**config.mk**
```make
export PLATFORM = sky130hd
export DESIGN_NAME = esprockell_uart_out_flat
export DESIGN_NICKNAME = d
export VERILOG_FILES = /design/src/rtl/esprockell_uart_out_if.sv /design/src/rtl/esprockell_uart_out.sv /design/src/flat_wrapper.sv
export SDC_FILE = /design/constraint.sdc
export NUM_CORES = 1
export LEC_CHECK = 0
export ABC_CLOCK_PERIOD_IN_PS = 2900
export CAP_MARGIN = 20
export CORE_UTILIZATION = 50
export DETAILED_ROUTE_END_ITERATION = 12
export PLACE_DENSITY_LB_ADDON = 0.15
export SYNTH_ARGS = -nofsm -noshare
export SYNTH_HDL_FRONTEND = slang
export SYNTH_SLANG_ARGS = --single-unit
```
**constraint.sdc**
```tcl
create_clock -name system1000 -period 2.9 [get_ports system1000]
set_clock_uncertainty 0.2 [all_clocks]
set_input_delay 0.725 -clock system1000 [delete_from_list [all_inputs] [get_ports system1000]]
set_output_delay 0.725 -clock system1000 [all_outputs]
set_load 0.05 [all_outputs]
```
**src/rtl/esprockell_uart_out_if.sv**
```systemverilog
// Processor output port: one 16-bit word is offered in each cycle that oen_i is high.
interface esprockell_uart_out_if;
  logic               oen_i;
  logic signed [15:0] oval_i;

  modport master (output oen_i, output oval_i);
  modport slave  (input  oen_i, input  oval_i);
endinterface

```
**src/rtl/esprockell_uart_out.sv**
```systemverilog
// Buffers processor output words in a small FIFO and sends each word as two 8N1
// UART frames, high byte first, with a fixed integer number of clocks per bit.
module esprockell_uart_out #(
  parameter int CLKS_PER_BIT = 868,
  parameter int FIFO_DEPTH   = 4
) (
  input  logic                 system1000,
  input  logic                 system1000_rst,
  esprockell_uart_out_if.slave out_if,
  output logic                 tx_o,
  output logic                 busy_o,
  output logic                 full_o,
  output logic                 ovf_o
);
  localparam int DATA_W = 16;
  localparam int PTR_W  = $clog2(FIFO_DEPTH);
  localparam int CNT_W  = PTR_W + 1;
  localparam int BAUD_W = $clog2(CLKS_PER_BIT);
  localparam logic [BAUD_W-1:0] BAUD_LAST = BAUD_W'(CLKS_PER_BIT - 1);
  localparam logic [CNT_W-1:0]  DEPTH_C   = CNT_W'(FIFO_DEPTH);

  typedef enum logic [1:0] {S_IDLE, S_START, S_DATA, S_STOP} state_e;

  logic [DATA_W-1:0] mem_q [FIFO_DEPTH];
  logic [PTR_W-1:0]  wr_ptr_q, wr_ptr_d;
  logic [PTR_W-1:0]  rd_ptr_q, rd_ptr_d;
  logic [CNT_W-1:0]  count_q, count_d;
  logic              ovf_q, ovf_d;
  logic              push, pop, full;

  state_e            state_q, state_d;
  logic [BAUD_W-1:0] baud_q, baud_d;
  logic [2:0]        bit_q, bit_d;
  logic              hi_q, hi_d;
  logic [DATA_W-1:0] word_q, word_d;
  logic              tx_q, tx_d;
  logic [7:0]        byte_sel;

  // A full FIFO still accepts a word when the transmitter pops in the same cycle.
  assign full = (count_q == DEPTH_C);
  assign pop  = (state_q == S_IDLE) && (count_q != '0);
  assign push = out_if.oen_i && !system1000_rst && (!full || pop);

  always_comb begin
    wr_ptr_d = wr_ptr_q;
    rd_ptr_d = rd_ptr_q;
    count_d  = count_q;
    ovf_d    = ovf_q | (out_if.oen_i & full & ~pop);
    if (push) wr_ptr_d = wr_ptr_q + PTR_W'(1);
    if (pop)  rd_ptr_d = rd_ptr_q + PTR_W'(1);
    if (push && !pop)      count_d = count_q + CNT_W'(1);
    else if (pop && !push) count_d = count_q - CNT_W'(1);
  end

  always_ff @(posedge system1000) begin
    if (system1000_rst) begin
      wr_ptr_q <= '0;
      rd_ptr_q <= '0;
      count_q  <= '0;
      ovf_q    <= 1'b0;
    end else begin
      wr_ptr_q <= wr_ptr_d;
      rd_ptr_q <= rd_ptr_d;
      count_q  <= count_d;
      ovf_q    <= ovf_d;
    end
  end

  always_ff @(posedge system1000) begin
    if (push) mem_q[wr_ptr_q] <= out_if.oval_i;
  end

  // Transmitter state register
  always_ff @(posedge system1000) begin
    if (system1000_rst) begin
      state_q <= S_IDLE;
      baud_q  <= '0;
      bit_q   <= '0;
      hi_q    <= 1'b0;
      tx_q    <= 1'b1;
    end else begin
      state_q <= state_d;
      baud_q  <= baud_d;
      bit_q   <= bit_d;
      hi_q    <= hi_d;
      tx_q    <= tx_d;
    end
  end

  always_ff @(posedge system1000) begin
    word_q <= word_d;
  end

  // Transmitter next-state logic; the baud counter runs CLKS_PER_BIT-1 down to 0 per bit.
  always_comb begin
    state_d = state_q;
    baud_d  = baud_q;
    bit_d   = bit_q;
    hi_d    = hi_q;
    word_d  = word_q;
    case (state_q)
      S_IDLE: begin
        if (count_q != '0) begin
          state_d = S_START;
          word_d  = mem_q[rd_ptr_q];
          hi_d    = 1'b1;
          baud_d  = BAUD_LAST;
        end
      end
      S_START: begin
        if (baud_q == '0) begin
          state_d = S_DATA;
          bit_d   = 3'd0;
          baud_d  = BAUD_LAST;
        end else begin
          baud_d = baud_q - BAUD_W'(1);
        end
      end
      S_DATA: begin
        if (baud_q == '0) begin
          baud_d = BAUD_LAST;
          if (bit_q == 3'd7) state_d = S_STOP;
          else               bit_d   = bit_q + 3'd1;
        end else begin
          baud_d = baud_q - BAUD_W'(1);
        end
      end
      S_STOP: begin
        if (baud_q == '0) begin
          baud_d = BAUD_LAST;
          if (hi_q) begin
            hi_d    = 1'b0;
            state_d = S_START;
          end else begin
            state_d = S_IDLE;
          end
        end else begin
          baud_d = baud_q - BAUD_W'(1);
        end
      end
      default: state_d = S_IDLE;
    endcase
  end

  // Line level is computed from the upcoming state so tx_o can come straight from a flop.
  always_comb begin
    byte_sel = hi_d ? word_d[15:8] : word_d[7:0];
    case (state_d)
      S_START: tx_d = 1'b0;
      S_DATA:  tx_d = byte_sel[bit_d];
      default: tx_d = 1'b1;
    endcase
  end

  assign tx_o   = tx_q;
  assign busy_o = (count_q != '0) || (state_q != S_IDLE);
  assign full_o = full;
  assign ovf_o  = ovf_q;

endmodule

```
**src/flat_wrapper.sv**
```systemverilog
// flat-port wrapper written by rule: the top's interface ports become plain ports
module esprockell_uart_out_flat 
#(
  parameter int CLKS_PER_BIT = 868,
  parameter int FIFO_DEPTH   = 4
)
  (system1000, system1000_rst, tx_o, busy_o, full_o, ovf_o, out_if_oen_i, out_if_oval_i);
  esprockell_uart_out_if out_if_i ();
  input  logic system1000;
  input  logic system1000_rst;
  output logic tx_o;
  output logic busy_o;
  output logic full_o;
  output logic ovf_o;
  input wire logic [$bits(out_if_i.oen_i)-1:0] out_if_oen_i;
  input wire logic [$bits(out_if_i.oval_i)-1:0] out_if_oval_i;
  assign out_if_i.oen_i = out_if_oen_i;
  assign out_if_i.oval_i = out_if_oval_i;
  esprockell_uart_out #(.CLKS_PER_BIT(CLKS_PER_BIT), .FIFO_DEPTH(FIFO_DEPTH)) u_core (.system1000(system1000), .system1000_rst(system1000_rst), .out_if(out_if_i), .tx_o(tx_o), .busy_o(busy_o), .full_o(full_o), .ovf_o(ovf_o));
endmodule
```
==> impl_metrics.env <==
export IMPL_start_util_pct=52.0
export IMPL_syn_area_um2=4580
export IMPL_whs_ns=0.278
export IMPL_cts_tree="yes"
export IMPL_dpl_cell_count=454
export IMPL_die_height_um=97.7
export IMPL_worst_pin_slew_ns=0.725
export IMPL_io_buffer_count=22
export IMPL_synth_xor_area_share_pct=0.765
export IMPL_crit_type="reg -> out"
export IMPL_clock_sinks=107
export IMPL_clk_path_buf_depth=2
export IMPL_syn_nets=352
export IMPL_core_area_um2=8810
export IMPL_stdcell_count=470
export IMPL_muxShareOfSynthArea_pct=14.4
export IMPL_layout_commonest_cell="edfxtp_1"
export IMPL_fillers=681
export IMPL_place_gp_congestion=0.759
export IMPL_tns_ns=0
export IMPL_drcViolationCount=0
export IMPL_grt_max_degree=28
export IMPL_routed_wl_um=7870
export IMPL_synth_top_family_by_area="multiplexers"
export IMPL_fin_crit_ns=2.78
export IMPL_powerDensity_nw_per_um2=947
export IMPL_worst_path_max_fanout=5
export IMPL_grt_pass1_vias=2703
export IMPL_via_count=2628
export IMPL_drt_iter0_markers=95
export IMPL_synth_compound_area_share_pct=8.80
export IMPL_finalNetCount=388
export IMPL_timing_rr_start="u_core.baud_q[0]$_SDFFE_PP0P_"
export IMPL_postCtsHoldBufs=0
export IMPL_synth_top_cell_area_share_pct=42.0
export IMPL_synth_flop_cell="edfxtp_1"
export IMPL_yosysWarnings=0
export IMPL_drive_gt1_share_pct=20.7
export IMPL_worstPathArrival_ns=1.86
export IMPL_synth_simple_area_share_pct=9.75
export IMPL_hold_viol=0
export IMPL_numCtsBuffers=9
export IMPL_dr_pass1_iters=4
export IMPL_synth_top_cells_by_area="edfxtp_1 (42%), dfxtp_1 (19%), mux4_2 (7.9%)"
export IMPL_finalCritPeriodShare_pct=96.0
export IMPL_grt_overflow_total=0
export IMPL_crit_path_end_kind="primary output"
export IMPL_leakage_nw=1.91
export IMPL_final_setup_viol_count=0
export IMPL_io_pin_count=23
export IMPL_post_cts_buffers=0
export IMPL_synth_seq_cells=107
export IMPL_syn_area_per_cell_um2=14.3
export IMPL_crit_path_start_kind="flop"
export IMPL_synthCells=321
export IMPL_async_reset_ff_share_pct=0
export IMPL_hold_start="u_core.ovf_o$_SDFF_PP0_"
export IMPL_status="finished clean"
export IMPL_ir_drop_mv=0.375
export IMPL_dieArea_um2=9550
export IMPL_slew_headroom_pct=51.7
export IMPL_grt_pass1_wl_um=13600
export IMPL_cp_startpoint="u_core.count_q[0]$_SDFFE_PP0P_"
export IMPL_synth_fa_ha_area_share_pct=3.44
export IMPL_antenna_found_initial=0
export IMPL_grt_usage_pct=18.6
export IMPL_dieWidth_um=97.7
export IMPL_vias_per_cell=5.59
export IMPL_hpwl_um=5410
export IMPL_clk_pin_slew_worst_paths_ns=0.10
export IMPL_synth_cell_types=58
export IMPL_timing_max_cap_violations=0
export IMPL_clk_latency_ns=0.37
export IMPL_synth_edf_count=64
export IMPL_min_delay_path_class="reg -> reg"
export IMPL_ant_nets=0
export IMPL_grt_setup_unrepaired="false"
export IMPL_synth_largest_area_cell="edfxtp_1"
export IMPL_slew_viol_final=0
export IMPL_rows=34
export IMPL_antenna_cells=0
export IMPL_ys_seq_area_share_pct=60.7
export IMPL_crit_required_ns=1.98
export IMPL_layout_common_cells="edfxtp_1 (64), dfxtp_1 (43), nor2_1 (25)"
export IMPL_cts_root_buf="clkbuf_8"
export IMPL_area_delta_synth_final_pct=14.4
export IMPL_ctsHtreeMaxLevel=3
export IMPL_cts_resized=0
export IMPL_wire_per_inst_um=16.8
export IMPL_fmax_ghz=0.359
stage by stage:
step	utilization [%]	setup slack, ns	power, mW	instance area [um2]
CTS	59.5	0.0852	5.02	5240
detailed placement	57.2	-0.0931	4.07	5030
floorplan	-	0.109	3.54	4580
finish	59.5	0.117	4.96	5240
global route	59.5	0.00791	5.30	5240
global placement	57.2	0.0118	4.02	5030
layout make-up:
| type | instances | area [um2] | share of cell area (%) |
|---|---|---|---|
| well taps | 108 | 135 | 2.58 |
| clock buffers | 10 | 128 | 2.43 |
| multi-input cells | 190 | 1710 | 32.7 |
| flip-flops and latches | 107 | 2780 | 53.1 |
| inverters | 11 | 41.3 | 0.788 |
| repair buffers | 38 | 363 | 6.92 |
| clock inverters | 6 | 78.8 | 1.50 |
critical path: stages, from the launching register on:
cell and delay (ns):
dfxtp_1 0.41, nor2_1 0.13, nand2_1 0.09, inv_1 0.07, clkdlybuf4s50_1 0.80
flip-flops by register name (all words and copies together) (netlist names), named ones only:
| name | count |
|---|---|
| u_core.mem_q | 64 |
| u_core.ovf_o | 1 |
| u_core.state_q | 2 |
| u_core.baud_q | 10 |
| u_core.tx_o | 1 |
| u_core.word_q | 16 |
| u_core.count_q | 3 |
| u_core.rd_ptr_q | 2 |
| u_core.bit_q | 3 |
| u_core.wr_ptr_q | 2 |
| u_core.hi_q | 1 |
where the power goes:
part	internal, mW	leakage [nW]	switching [mW]
clock network	0.418	0.105	0.525
logic	0.929	0.871	1.03
registers	1.89	0.938	0.173
total	3.23	1.91	1.73
kinds of logic after synthesis:
logic type      Yosys count
flops                   107
simple gates             80
compound gates           50
mux                      44
buf+inv                  24
fa+ha+maj                12
xor+xnor                  4
cell usage after synthesis, types with 3 or more instances:
cell type  number
or3_1           6
nand2b_1        3
ha_1           11
a21oi_1        14
edfxtp_1       64
and2_1          7
mux2i_1        12
o21ai_0         8
mux4_2         16
nand2_1        12
dfxtp_1        43
nor2_1         25
mux2_2         16
inv_1          11
clkbuf_1        7
nand3b_1        3
nor3_1          7
buf_2           4
worst paths after layout:
| path | endpoint | slack [ns] | cells after the start |
|---|---|---|---|
| hold reg to reg | u_core.ovf_o$_SDFF_PP0_ | 0.28 | 2 |
| setup / recovery | full_o | 0.12 | 4 |
| setup reg to reg | u_core.tx_o$_SDFF_PP1_ | 0.16 | 9 |
| hold / removal | u_core.ovf_o$_SDFF_PP0_ | 0.28 | 2 |
layer usage:
layer / global-route usage, % / wire length, um / vias up
met4: 6.88 / 89 / 0
li1: - / - / 1301
met3: 3.81 / 174 / 9
met5: 0 / 0 / -
met1: 25.0 / 3800 / 1284
met2: 30.0 / 3810 / 34
Power figures use the tool's default switching activity.
